File: src/rtl/pipeline_hazard_unit.sv
// Forwarding and load-use interlock unit at the ID stage, tracking EX/MEM destination tags.
// Optional HAZARD_PERF_EN adds saturating stall/forward event counters.
module pipeline_hazard_unit #(
    parameter int AW           = 5,
    parameter int DW           = 64,
    parameter int NUM_SRC      = 2,
    parameter int ZERO_REG     = 31,
    parameter int FWD_MEM_LOAD = 1
) (
    input  logic                   clk,
    input  logic                   reset,
    input  logic                   id_valid,
    input  logic [NUM_SRC*AW-1:0]  id_src,
    input  logic [NUM_SRC-1:0]     id_src_used,
    input  logic [NUM_SRC*DW-1:0]  id_rdata,
    input  logic [AW-1:0]          id_rd,
    input  logic                   id_regwrite,
    input  logic                   id_is_load,
    input  logic [DW-1:0]          ex_result,
    input  logic [DW-1:0]          mem_result,
    input  logic                   flush,
    output logic                   stall,
    output logic                   bubble,
    output logic [NUM_SRC*2-1:0]   fwd_sel,
    output logic [NUM_SRC*DW-1:0]  fwd_data
`ifdef HAZARD_PERF_EN
    ,
    output logic [31:0]            perf_stall,
    output logic [31:0]            perf_fwd_ex,
    output logic [31:0]            perf_fwd_mem
`endif
);

    localparam logic [AW-1:0] ZERO_IDX       = AW'(ZERO_REG);
    localparam logic          MEM_LOAD_STALL = (FWD_MEM_LOAD == 0);

    logic          ex_v, mem_v;
    logic [AW-1:0] ex_rd, mem_rd;
    logic          ex_ld, mem_ld;

    logic [NUM_SRC-1:0] ex_match, mem_match;
    logic               any_fwd_ex, any_fwd_mem;

    always_comb begin
        ex_match  = '0;
        mem_match = '0;
        for (int i = 0; i < NUM_SRC; i++) begin
            ex_match[i]  = id_valid & id_src_used[i] & (id_src[i*AW +: AW] != ZERO_IDX)
                           & ex_v & (ex_rd == id_src[i*AW +: AW]);
            mem_match[i] = id_valid & id_src_used[i] & (id_src[i*AW +: AW] != ZERO_IDX)
                           & mem_v & (mem_rd == id_src[i*AW +: AW]);
        end
    end

    // A flushed instruction never interlocks; it is squashed regardless of hazards.
    always_comb begin
        stall  = ~flush & ((ex_ld & (|ex_match)) | (MEM_LOAD_STALL & mem_ld & (|mem_match)));
        bubble = stall | flush;
    end

    // EX beats MEM; a load still in EX has no data yet, so it falls through (and stalls).
    always_comb begin
        fwd_sel     = '0;
        fwd_data    = id_rdata;
        any_fwd_ex  = 1'b0;
        any_fwd_mem = 1'b0;
        for (int i = 0; i < NUM_SRC; i++) begin
            if (ex_match[i] && !ex_ld) begin
                fwd_sel[i*2 +: 2]   = 2'b01;
                fwd_data[i*DW +: DW] = ex_result;
                any_fwd_ex          = 1'b1;
            end else if (mem_match[i]) begin
                fwd_sel[i*2 +: 2]   = 2'b10;
                fwd_data[i*DW +: DW] = mem_result;
                any_fwd_mem         = 1'b1;
            end
        end
    end

    // ---- ID -> EX -> MEM tag pipeline: valids are reset, tag payload is not ----
    always_ff @(posedge clk or negedge reset) begin
        if (!reset) begin
            ex_v  <= 1'b0;
            mem_v <= 1'b0;
        end else begin
            ex_v  <= id_valid & id_regwrite & ~stall & ~flush;
            mem_v <= ex_v;
        end
    end

    always_ff @(posedge clk) begin
        ex_rd  <= id_rd;
        ex_ld  <= id_is_load;
        mem_rd <= ex_rd;
        mem_ld <= ex_ld;
    end

`ifdef HAZARD_PERF_EN
    function automatic logic [31:0] sat_inc(input logic [31:0] cnt, input logic en);
        if (en && cnt != 32'hFFFF_FFFF)
            return cnt + 32'd1;
        return cnt;
    endfunction

    logic id_active;
    assign id_active = id_valid & ~stall & ~flush;

    always_ff @(posedge clk or negedge reset) begin
        if (!reset) begin
            perf_stall   <= '0;
            perf_fwd_ex  <= '0;
            perf_fwd_mem <= '0;
        end else begin
            perf_stall   <= sat_inc(perf_stall, stall);
            perf_fwd_ex  <= sat_inc(perf_fwd_ex, id_active & any_fwd_ex);
            perf_fwd_mem <= sat_inc(perf_fwd_mem, id_active & any_fwd_mem);
        end
    end
`endif

endmodule

File: config.mk
export PLATFORM = sky130hd
export DESIGN_NAME = pipeline_hazard_unit
export DESIGN_NICKNAME = d
export VERILOG_FILES = /design/src/rtl/pipeline_hazard_unit.sv
export SDC_FILE = /design/constraint.sdc
export NUM_CORES = 1
export LEC_CHECK = 0
export ABC_AREA = 1
export CORE_AREA = 10 10 151 153
export DETAILED_ROUTE_END_ITERATION = 6
export DIE_AREA = 0 0 161 163
export DONT_BUFFER_PORTS = 1
export SLEW_MARGIN = 30
export SYNTH_ARGS = -nofsm -noshare
export SYNTH_HDL_FRONTEND = slang
export SYNTH_SLANG_ARGS = --single-unit
export TNS_END_PERCENT = 30
File: constraint.sdc
create_clock -name clk -period 3.7 [get_ports clk]
set_input_delay 0.37 -clock clk [delete_from_list [all_inputs] [get_ports clk]]
set_output_delay 0.37 -clock clk [all_outputs]
set_load 0.005 [all_outputs]
==> results of run 1 <==
power by group:
group / switching, mW / total, mW / internal, mW
logic: 0.244 / 0.332 / 0.0877
registers: 0.00627 / 0.155 / 0.148
clock network: 0.0559 / 0.201 / 0.145
total: 0.307 / 0.688 / 0.381
registers in the layout, summed over array words and instances (netlist names):
register,flops
mem_rd,5
ex_rd,5
ex_v,1
mem_v,1
ex_ld,1
cell usage after synthesis, drive strengths merged:
master / number
nor4: 1
o21ai: 4
xor2: 4
nand2: 419
dfrtp: 2
xnor2: 2
o22ai: 2
nand4: 133
dfxtp: 11
buf: 69
nand3: 139
a21oi: 4
inv: 217
clkbuf: 12
nor2: 15
logic make-up (layout without fill, tap and decap cells):
logic type	after synthesis	in the layout
XOR/XNOR	6	6
flip-flops	13	13
buffers and inverters	298	238
AND/OR/NAND/NOR	707	707
AO/OA/AOI/OAI	10	10
layout make-up:
| cell class | count | area (sq um) | area share |
|---|---|---|---|
| multi-input combinational | 723 | 3340 | 0.670 |
| tap | 270 | 338 | 0.0678 |
| sequential | 13 | 270 | 0.0542 |
| inverter | 217 | 815 | 0.163 |
| clock buffer | 4 | 78.8 | 0.0158 |
| timing repair buffer | 17 | 143 | 0.0286 |
metal layers:
layer | routed length, um | GRT usage | vias to the layer above
met5 | 0 | 0 | -
met4 | 709 | 0.0447 | 0
met1 | 8920 | 0.190 | 3017
met2 | 12100 | 0.295 | 551
met3 | 3060 | 0.0508 | 56
li1 | - | - | 3108
per-stage QoR:
step | worst slack (ps) | total power, mW | hold slack (ps) | utilization
4_1_cts | 972 | 0.686 | 151 | 0.250
6_report | 942 | 0.688 | 155 | 0.250
2_1_floorplan | 2040 | 0.401 | 74.4 | -
3_5_place_dp | 1250 | 0.481 | 74.6 | 0.246
3_3_place_gp | 1260 | 0.480 | 74.6 | 0.246
5_1_grt | 770 | 0.736 | 146 | 0.250
what timing repair did:
action / in CTS / in global routing
gates resized for setup: 0 / 0
endpoints found under the hold margin: 2 / 0
hold buffers: 1 / 0
path summary, 6_finish.rpt:
kind | to | slack, ps | depth (start not counted) | startpoint
setup / recovery | fwd_data[106] | 940 | 9 | ex_rd[1]$_DFF_P_
hold / removal | ex_rd[4]$_DFF_P_ | 150 | 0 | id_rd[4]
setup reg to reg | ex_v$_DFF_PN0_ | 2320 | 9 | ex_rd[3]$_DFF_P_
hold reg to reg | mem_rd[0]$_DFF_P_ | 380 | 0 | ex_rd[0]$_DFF_P_
max in group asynchronous | mem_v$_DFF_PN0_ | 3210 | 1 | reset
min in group asynchronous | ex_v$_DFF_PN0_ | 370 | 1 | reset
critical path: cells and delay by family, from the launching register on:
| family | cells | cell delay [ps] |
|---|---|---|
| AND/OR/NAND/NOR | 6 | 700 |
| flip-flops | 1 | 370 |
| buffers and inverters | 3 | 1080 |
==> impl_results.html, run 1 <==
<table>
<tr><th>Metric</th><th>Value</th></tr>
<tr><th colspan="2">Run status</th></tr>
<tr><td>Result of the run</td><td>complete, no violations</td></tr>
<tr><th colspan="2">Synthesis</th></tr>
<tr><td>Largest family of logic cells by synthesized area</td><td>simple AND/OR/NAND/NOR gates</td></tr>
<tr><td>Yosys top cell by area</td><td>sky130_fd_sc_hd__nand2_1</td></tr>
<tr><td>Dominant cells by area after synthesis</td><td>sky130_fd_sc_hd__nand2_1 32%, sky130_fd_sc_hd__nand4_1 17%, sky130_fd_sc_hd__inv_1 16%</td></tr>
<tr><td>YS warnings</td><td>0</td></tr>
<tr><td>Synthesized Nets</td><td>1,313</td></tr>
<tr><td>Post-synthesis cell count</td><td>roughly 1,000</td></tr>
<tr><td>Syn avg cell area</td><td>around 4.7 sq um</td></tr>
<tr><td>XOR/XNOR share of the synthesized area</td><td>0.0108</td></tr>
<tr><td>Number of synthesized register bits</td><td>13</td></tr>
<tr><td>Share of the synthesized area in compound gates (AO/OA/AOI/OAI)</td><td>0.0108</td></tr>
<tr><td>Multiplexer fraction of the synthesized cell area</td><td>0</td></tr>
<tr><td>Sequential-to-total area share from yosys stat</td><td>0.0554</td></tr>
<tr><td>Combined area of all synthesized cells</td><td>about 4900 sq um</td></tr>
<tr><td>Unique cell type count in the Yosys netlist</td><td>23</td></tr>
<tr><td>Portion of synthesized cell area occupied by the leading cell type</td><td>0.322</td></tr>
<tr><td>Share of synthesized cell area in full adder, half adder and majority cells</td><td>0</td></tr>
<tr><td>Simple-gate share of the synthesized area</td><td>0.657</td></tr>
<tr><th colspan="2">Setup path</th></tr>
<tr><td>Worst setup path category</td><td>reg2out</td></tr>
<tr><td>Startpoint kind of the worst setup timing path</td><td>flip-flop</td></tr>
<tr><td>Max Fanout on Critical Path</td><td>33</td></tr>
<tr><td>Crit-path cells</td><td>inv_1 -&gt; nand2_1 -&gt; nand3_1 -&gt; nor2_1 -&gt; nand4_1 -&gt; inv_2 -&gt; buf_4 -&gt; nand2_1 -&gt; nand2_1</td></tr>
<tr><td>Critical path endpoint category</td><td>output pin</td></tr>
<tr><td>Crit path DAT</td><td>2390 ps</td></tr>
<tr><td>Worst path max stage delay</td><td>about 520 ps</td></tr>
<tr><td>Cell repeated most along the worst path</td><td>sky130_fd_sc_hd__nand2_1</td></tr>
<tr><td>Crit-path slowest cell</td><td>sky130_fd_sc_hd__inv_2</td></tr>
<tr><td>Data required, critical path</td><td>around 3300 ps</td></tr>
<tr><th colspan="2">Timing</th></tr>
<tr><td>Final Critical Period</td><td>2760 ps</td></tr>
<tr><td>Unrepaired setup endpoints after global routing</td><td>false</td></tr>
<tr><td>Final hold violations</td><td>0</td></tr>
<tr><td>Setup-failing EPs final</td><td>0</td></tr>
<tr><td>Worst clock skew</td><td>~0.87 ps</td></tr>
<tr><td>Worst-Margin Slew</td><td>between 800 and 900 ps</td></tr>
<tr><td>Normalized max-slew margin</td><td>0.419</td></tr>
<tr><td>Setup TNS Final</td><td>0 ps</td></tr>
<tr><td>Period utilization</td><td>0.745</td></tr>
<tr><td>Final Slew Violations</td><td>0</td></tr>
<tr><td>Highest clock frequency the design can meet</td><td>0.363 GHz</td></tr>
<tr><th colspan="2">Floorplan</th></tr>
<tr><td>Starting Density</td><td>0.245</td></tr>
<tr><td>Die footprint</td><td>about 26,000 sq um</td></tr>
<tr><td>Die height</td><td>163 um</td></tr>
<tr><td>Number of standard-cell rows in the floorplan</td><td>52</td></tr>
<tr><td>Die Width</td><td>161 um</td></tr>
<tr><td>Total I/O pin count</td><td>between 400 and 500</td></tr>
<tr><td>Area of the core region</td><td>roughly 20,000 sq um</td></tr>
<tr><th colspan="2">Cells and area</th></tr>
<tr><td>Finished layout cell area</td><td>about 5000 sq um</td></tr>
<tr><td>Final Instance Count excl. Fillers</td><td>1,244</td></tr>
<tr><td>Total inserted antenna cells</td><td>0</td></tr>
<tr><td>Top library cells by usage in the layout, fill and taps aside</td><td>419 x sky130_fd_sc_hd__nand2_1, 212 x sky130_fd_sc_hd__inv_1, 137 x sky130_fd_sc_hd__nand3_1, 132 x sky130_fd_sc_hd__nand4_1, 15 x sky130_fd_sc_hd__buf_4</td></tr>
<tr><td>Layout cell share with drive strength beyond 1</td><td>0.0349</td></tr>
<tr><td>Layout overhead on the synthesized area</td><td>2.18%</td></tr>
<tr><td>Final nets</td><td>1,254</td></tr>
<tr><td>Most frequent standard cell in the layout excluding fill and tap cells</td><td>sky130_fd_sc_hd__nand2_1</td></tr>
<tr><td>Number of inserted filler cells in the final layout</td><td>between 2,000 and 2,500</td></tr>
<tr><th colspan="2">Clocking</th></tr>
<tr><td>Insertion delay of the later-clocked pin in the worst-skew pair</td><td>around 240 ps</td></tr>
<tr><td>Number of buffers added for setup after CTS</td><td>0</td></tr>
<tr><td>Number of levels in the clock H-tree</td><td>1</td></tr>
<tr><td>Clock sink count</td><td>13</td></tr>
<tr><td>Clock Tree Buf Depth</td><td>2</td></tr>
<tr><td>Clk slew on worst S/H paths</td><td>about 40 ps</td></tr>
<tr><td>Clock buffer count from CTS</td><td>3</td></tr>
<tr><td>Clock root buffer</td><td>sky130_fd_sc_hd__clkbuf_16</td></tr>
<tr><td>CTS tree</td><td>yes</td></tr>
<tr><th colspan="2">Job</th></tr>
<tr><td>Max cap viols</td><td>0</td></tr>
<tr><th colspan="2">Placement</th></tr>
<tr><td>Cell Area, Placed</td><td>roughly 5000 sq um</td></tr>
<tr><td>Number of port buffers</td><td>0</td></tr>
<tr><td>Final weighted congestion in routability-driven placement</td><td>just over 0.9</td></tr>
<tr><td>Placed cell count</td><td>between 1,000 and 1,500</td></tr>
<tr><td>Detailed Place HPWL</td><td>slightly below 20 mm</td></tr>
<tr><th colspan="2">Detailed routing</th></tr>
<tr><td>Drt first pass iters</td><td>6</td></tr>
<tr><td>Wire length after detailed routing</td><td>around 25 mm</td></tr>
<tr><td>Remaining antenna violation count after routing</td><td>0</td></tr>
<tr><td>Initial drt markers</td><td>about 890</td></tr>
<tr><td>Avg WL per Cell</td><td>around 20 um</td></tr>
<tr><td>Vias per cell</td><td>between 5 and 6</td></tr>
<tr><td>Via Count</td><td>6,732</td></tr>
<tr><td>Post-route DRC</td><td>0</td></tr>
<tr><th colspan="2">Worst hold path</th></tr>
<tr><td>Class of the worst hold path</td><td>in2reg</td></tr>
<tr><th colspan="2">Global route</th></tr>
<tr><td>Global-route wire length before repair</td><td>about 36 mm</td></tr>
<tr><td>Total routing resource utilization after global routing</td><td>0.167</td></tr>
<tr><td>Via count of the first global-routing pass</td><td>about 6,300</td></tr>
<tr><td>Initial antenna violation count</td><td>0</td></tr>
<tr><td>Pin count of the biggest net entering global routing</td><td>68</td></tr>
<tr><td>GRT overflow</td><td>0</td></tr>
<tr><th colspan="2">Power and ir drop</th></tr>
<tr><td>IR Drop Worst-Case VDD</td><td>0.256 mV</td></tr>
<tr><td>Leakage power total</td><td>about 3.1 nW</td></tr>
<tr><td>P per Cell Area</td><td>around 140 nW/um^2</td></tr>
</table>
Note: power is estimated with default switching activity, not from simulation.
==> inputs of run 2 (changes only) <==
==> constraint.sdc (replaced) <==
create_clock -name clk -period 2.5 [get_ports clk]
set_input_delay 0.25 -clock clk [delete_from_list [all_inputs] [get_ports clk]]
set_output_delay 0.25 -clock clk [all_outputs]
set_load 0.005 [all_outputs]
==> run 2 against run 1 <==
  * The run now ends with DRC left
  * Critical path depth unchanged
  * Combinational power up 50%
  * Sequential share of layout area fell by 0.051 points
  * Clock power rose by 50%
  * Via count about the same
  * Clock-buffer cell count is the same
  * Total power increased by 49%
  * Sequential cell count unchanged
  * Non-clock buffer count up 8
  * First-iteration DRC count grew 1.5%
  * Final area grew 0.95%
  * Wire length is 0.54% lower
  * Critical path type unchanged
==> impl_results.html, run 2 (synthesis gave the netlist of run 1 again) <==
<table>
<tr><th>Metric</th><th>Value</th></tr>
<tr><th colspan="2">Run status</th></tr>
<tr><td>Result of the run</td><td>finished, violations left</td></tr>
<tr><td>Failing checks</td><td>DRC</td></tr>
<tr><th colspan="2">Setup path</th></tr>
<tr><td>Cell repeated most along the worst path</td><td>sky130_fd_sc_hd__nand2_1</td></tr>
<tr><td>Register-to-Register Path Depth</td><td>9</td></tr>
<tr><td>Worst setup path category</td><td>reg2out</td></tr>
<tr><td>Data required, critical path</td><td>2250 ps</td></tr>
<tr><td>Crit-path cells</td><td>inv_1 -&gt; nand2_1 -&gt; o21ai_0 -&gt; nor2_1 -&gt; nand4_4 -&gt; inv_2 -&gt; buf_4 -&gt; nand2_1 -&gt; nand2_1</td></tr>
<tr><td>Crit path from</td><td>ex_rd[1]$_DFF_P_</td></tr>
<tr><td>CP Depth</td><td>9</td></tr>
<tr><td>Crit-path slowest cell</td><td>sky130_fd_sc_hd__dfxtp_1</td></tr>
<tr><td>Startpoint kind of the worst setup timing path</td><td>flip-flop</td></tr>
<tr><td>Reg-to-Reg End</td><td>ex_v$_DFF_PN0_</td></tr>
<tr><td>Worst path buffer plus inverter count</td><td>3</td></tr>
<tr><td>Worst path max stage delay</td><td>370 ps</td></tr>
<tr><td>Crit path DAT</td><td>roughly 2000 ps</td></tr>
<tr><td>Critical path endpoint category</td><td>output pin</td></tr>
<tr><td>Setup crit end</td><td>fwd_data[42]</td></tr>
<tr><td>Max Fanout on Critical Path</td><td>32</td></tr>
<tr><td>Minimum setup slack among reg-to-reg paths</td><td>1060 ps</td></tr>
<tr><td>Cell type group with the largest total delay on the critical path</td><td>simple AND/OR/NAND/NOR gates</td></tr>
<tr><td>Launching point of the worst reg2reg path</td><td>ex_rd[1]$_DFF_P_</td></tr>
<tr><th colspan="2">Floorplan</th></tr>
<tr><td>Starting Density</td><td>0.245</td></tr>
<tr><td>Total I/O pin count</td><td>413</td></tr>
<tr><td>Area of the core region</td><td>roughly 20,000 sq um</td></tr>
<tr><td>Die footprint</td><td>~26,000 sq um</td></tr>
<tr><td>Number of standard-cell rows in the floorplan</td><td>52</td></tr>
<tr><td>Die Width</td><td>roughly 160 um</td></tr>
<tr><td>Die height</td><td>~160 um</td></tr>
<tr><th colspan="2">Placement</th></tr>
<tr><td>Worst slack after detailed placement</td><td>between 400 and 500 ps</td></tr>
<tr><td>Detailed Place HPWL</td><td>20.2 mm</td></tr>
<tr><td>Number of port buffers</td><td>0</td></tr>
<tr><td>Placed cell count</td><td>1,247</td></tr>
<tr><td>Final weighted congestion in routability-driven placement</td><td>between 0.9 and 1</td></tr>
<tr><td>Cell Area, Placed</td><td>~4900 sq um</td></tr>
<tr><th colspan="2">Detailed routing</th></tr>
<tr><td>Remaining antenna violation count after routing</td><td>0</td></tr>
<tr><td>Top routing layer in use</td><td>met4</td></tr>
<tr><td>Drt first pass iters</td><td>7</td></tr>
<tr><td>Avg WL per Cell</td><td>slightly below 20 um</td></tr>
<tr><td>Routed wire length on met2</td><td>about 12 mm</td></tr>
<tr><td>Met1 routed wirelength after detailed routing</td><td>about 8.9 mm</td></tr>
<tr><td>Vias per cell</td><td>roughly 5.4</td></tr>
<tr><td>Wire length on met3</td><td>between 3 and 4 mm</td></tr>
<tr><td>Post-route DRC</td><td>22</td></tr>
<tr><td>Initial drt markers</td><td>between 900 and 1,000</td></tr>
<tr><td>Via Count</td><td>6,736</td></tr>
<tr><td>Wire length after detailed routing</td><td>approximately 25 mm</td></tr>
<tr><th colspan="2">Cells and area</th></tr>
<tr><td>Final Instance Count excl. Fillers</td><td>between 1,000 and 1,500</td></tr>
<tr><td>Top library cells by usage in the layout, fill and taps aside</td><td>419 x sky130_fd_sc_hd__nand2_1, 212 x sky130_fd_sc_hd__inv_1, 137 x sky130_fd_sc_hd__nand3_1, 132 x sky130_fd_sc_hd__nand4_1, 24 x sky130_fd_sc_hd__buf_4</td></tr>
<tr><td>Registers with the most flip-flops</td><td>ex_rd: 5 flops, mem_rd: 5 flops</td></tr>
<tr><td>Total inserted antenna cells</td><td>0</td></tr>
<tr><td>Final nets</td><td>between 1,000 and 1,500</td></tr>
<tr><td>Layout cell share with drive strength beyond 1</td><td>0.0428</td></tr>
<tr><td>Finished layout cell area</td><td>approximately 5000 sq um</td></tr>
<tr><td>Layout overhead on the synthesized area</td><td>3.15%</td></tr>
<tr><td>Number of inserted filler cells in the final layout</td><td>roughly 2,300</td></tr>
<tr><td>Core occupancy in the finished layout</td><td>0.253</td></tr>
<tr><td>Most frequent standard cell in the layout excluding fill and tap cells</td><td>sky130_fd_sc_hd__nand2_1</td></tr>
<tr><th colspan="2">Global route</th></tr>
<tr><td>Via count of the first global-routing pass</td><td>approximately 6,700</td></tr>
<tr><td>Initial antenna violation count</td><td>0</td></tr>
<tr><td>GRT overflow</td><td>0</td></tr>
<tr><td>Total routing resource utilization after global routing</td><td>0.165</td></tr>
<tr><td>Pin count of the biggest net entering global routing</td><td>36</td></tr>
<tr><td>Global-route wire length before repair</td><td>roughly 36 mm</td></tr>
<tr><th colspan="2">Timing</th></tr>
<tr><td>Normalized max-slew margin</td><td>0.683</td></tr>
<tr><td>Setup TNS Final</td><td>0 ps</td></tr>
<tr><td>Final Slew Violations</td><td>0</td></tr>
<tr><td>Setup-failing EPs final</td><td>0</td></tr>
<tr><td>Final Critical Period</td><td>approximately 2200 ps</td></tr>
<tr><td>Worst clock skew</td><td>roughly 0.48 ps</td></tr>
<tr><td>Period utilization</td><td>0.900</td></tr>
<tr><td>Worst-Margin Slew</td><td>approximately 470 ps</td></tr>
<tr><td>Worst Slack Setup Final</td><td>250 ps</td></tr>
<tr><td>Highest clock frequency the design can meet</td><td>0.445 GHz</td></tr>
<tr><td>Unrepaired setup endpoints after global routing</td><td>false</td></tr>
<tr><td>Final hold violations</td><td>0</td></tr>
<tr><td>Worst hold margin</td><td>around 32 ps</td></tr>
<tr><th colspan="2">Clocking</th></tr>
<tr><td>Number of levels in the clock H-tree</td><td>1</td></tr>
<tr><td>Clock sink count</td><td>13</td></tr>
<tr><td>Insertion delay of the later-clocked pin in the worst-skew pair</td><td>240 ps</td></tr>
<tr><td>CTS tree</td><td>yes</td></tr>
<tr><td>Clock root buffer</td><td>sky130_fd_sc_hd__clkbuf_16</td></tr>
<tr><td>Clock buffer count from CTS</td><td>3</td></tr>
<tr><td>Clk slew on worst S/H paths</td><td>approximately 40 ps</td></tr>
<tr><td>Number of buffers added for setup after CTS</td><td>0</td></tr>
<tr><td>Clock Tree Buf Depth</td><td>2</td></tr>
<tr><th colspan="2">Power and ir drop</th></tr>
<tr><td>Switching Share</td><td>0.446</td></tr>
<tr><td>Int Pwr</td><td>between 0.5 and 0.6 mW</td></tr>
<tr><td>Relative contribution of the clock network to total power</td><td>0.293</td></tr>
<tr><td>Switching power total</td><td>~0.46 mW</td></tr>
<tr><td>Leakage power total</td><td>3.17 nW</td></tr>
<tr><td>IR Drop Worst-Case VDD</td><td>~0.34 mV</td></tr>
<tr><td>Share of total power in combinational logic</td><td>0.485</td></tr>
<tr><td>P per Cell Area</td><td>about 200 nW/um^2</td></tr>
<tr><td>Part of the power in registers</td><td>0.223</td></tr>
<tr><td>Tot Pwr</td><td>~1.0 mW</td></tr>
<tr><th colspan="2">Job</th></tr>
<tr><td>Max cap viols</td><td>0</td></tr>
<tr><th colspan="2">Worst hold path</th></tr>
<tr><td>Class of the worst hold path</td><td>in2reg</td></tr>
</table>
-- run 2: changes by cell type in the layout (fill, tap and decap cells not counted) --
cell / before / now
sky130_fd_sc_hd__buf_4: 15 / 24
sky130_fd_sc_hd__buf_12: 1 / 0
-- run 2: worst min-delay path by stage --
| stage | depth (start not counted) | end | start | slack, ps |
|---|---|---|---|---|
| 2_1_floorplan | 0 | ex_v$_DFF_PN0_ | reset | -50 |
| 3_3_place_gp | 0 | ex_v$_DFF_PN0_ | reset | -50 |
| 3_5_place_dp | 0 | ex_v$_DFF_PN0_ | reset | -50 |
| 4_1_cts | 0 | ex_rd[4]$_DFF_P_ | id_rd[4] | 30 |
| 5_1_grt | 0 | ex_rd[3]$_DFF_P_ | id_rd[3] | 30 |
| 6_report | 0 | ex_rd[1]$_DFF_P_ | id_rd[1] | 30 |
-- run 2: repair_timing --
action | in CTS | in global routing
hold buffers | 1 | 0
resized for setup | 0 | 0
hold endpoints to repair | 2 | 0
-- run 2: layout make-up --
cell class                      count  area, sq um  share of cell area
Timing Repair Buffer               25          190              0.0378
Tap cell                          270          338              0.0671
Multi-Input combinational cell    723         3340               0.664
Inverter                          217          815               0.162
Sequential cell                    13          270              0.0537
Clock buffer                        4         78.8              0.0157
-- run 2: worst register-to-register path: cells and delay by family (launching register included) --
kind | cells | cell delay [ps]
compound gates | 1 | 90
buf+inv | 1 | 70
flops | 1 | 370
simple gates | 7 | 810
-- run 2: metal layers --
metal	global-route usage	vias to the layer above
met2	0.293	556
met3	0.0538	82
met1	0.179	2969
met4	0.0624	0
li1	-	3129
met5	0	-
-- run 2: power by group through the flow --
stage                     sequential [mW]  clock [mW]  combinational [mW]
final                               0.229       0.301               0.498
after global routing                0.230       0.311               0.551
after CTS                           0.229       0.307               0.489
after detailed placement            0.232           0               0.485
after global placement              0.232           0               0.480
after floorplan                     0.230           0               0.364
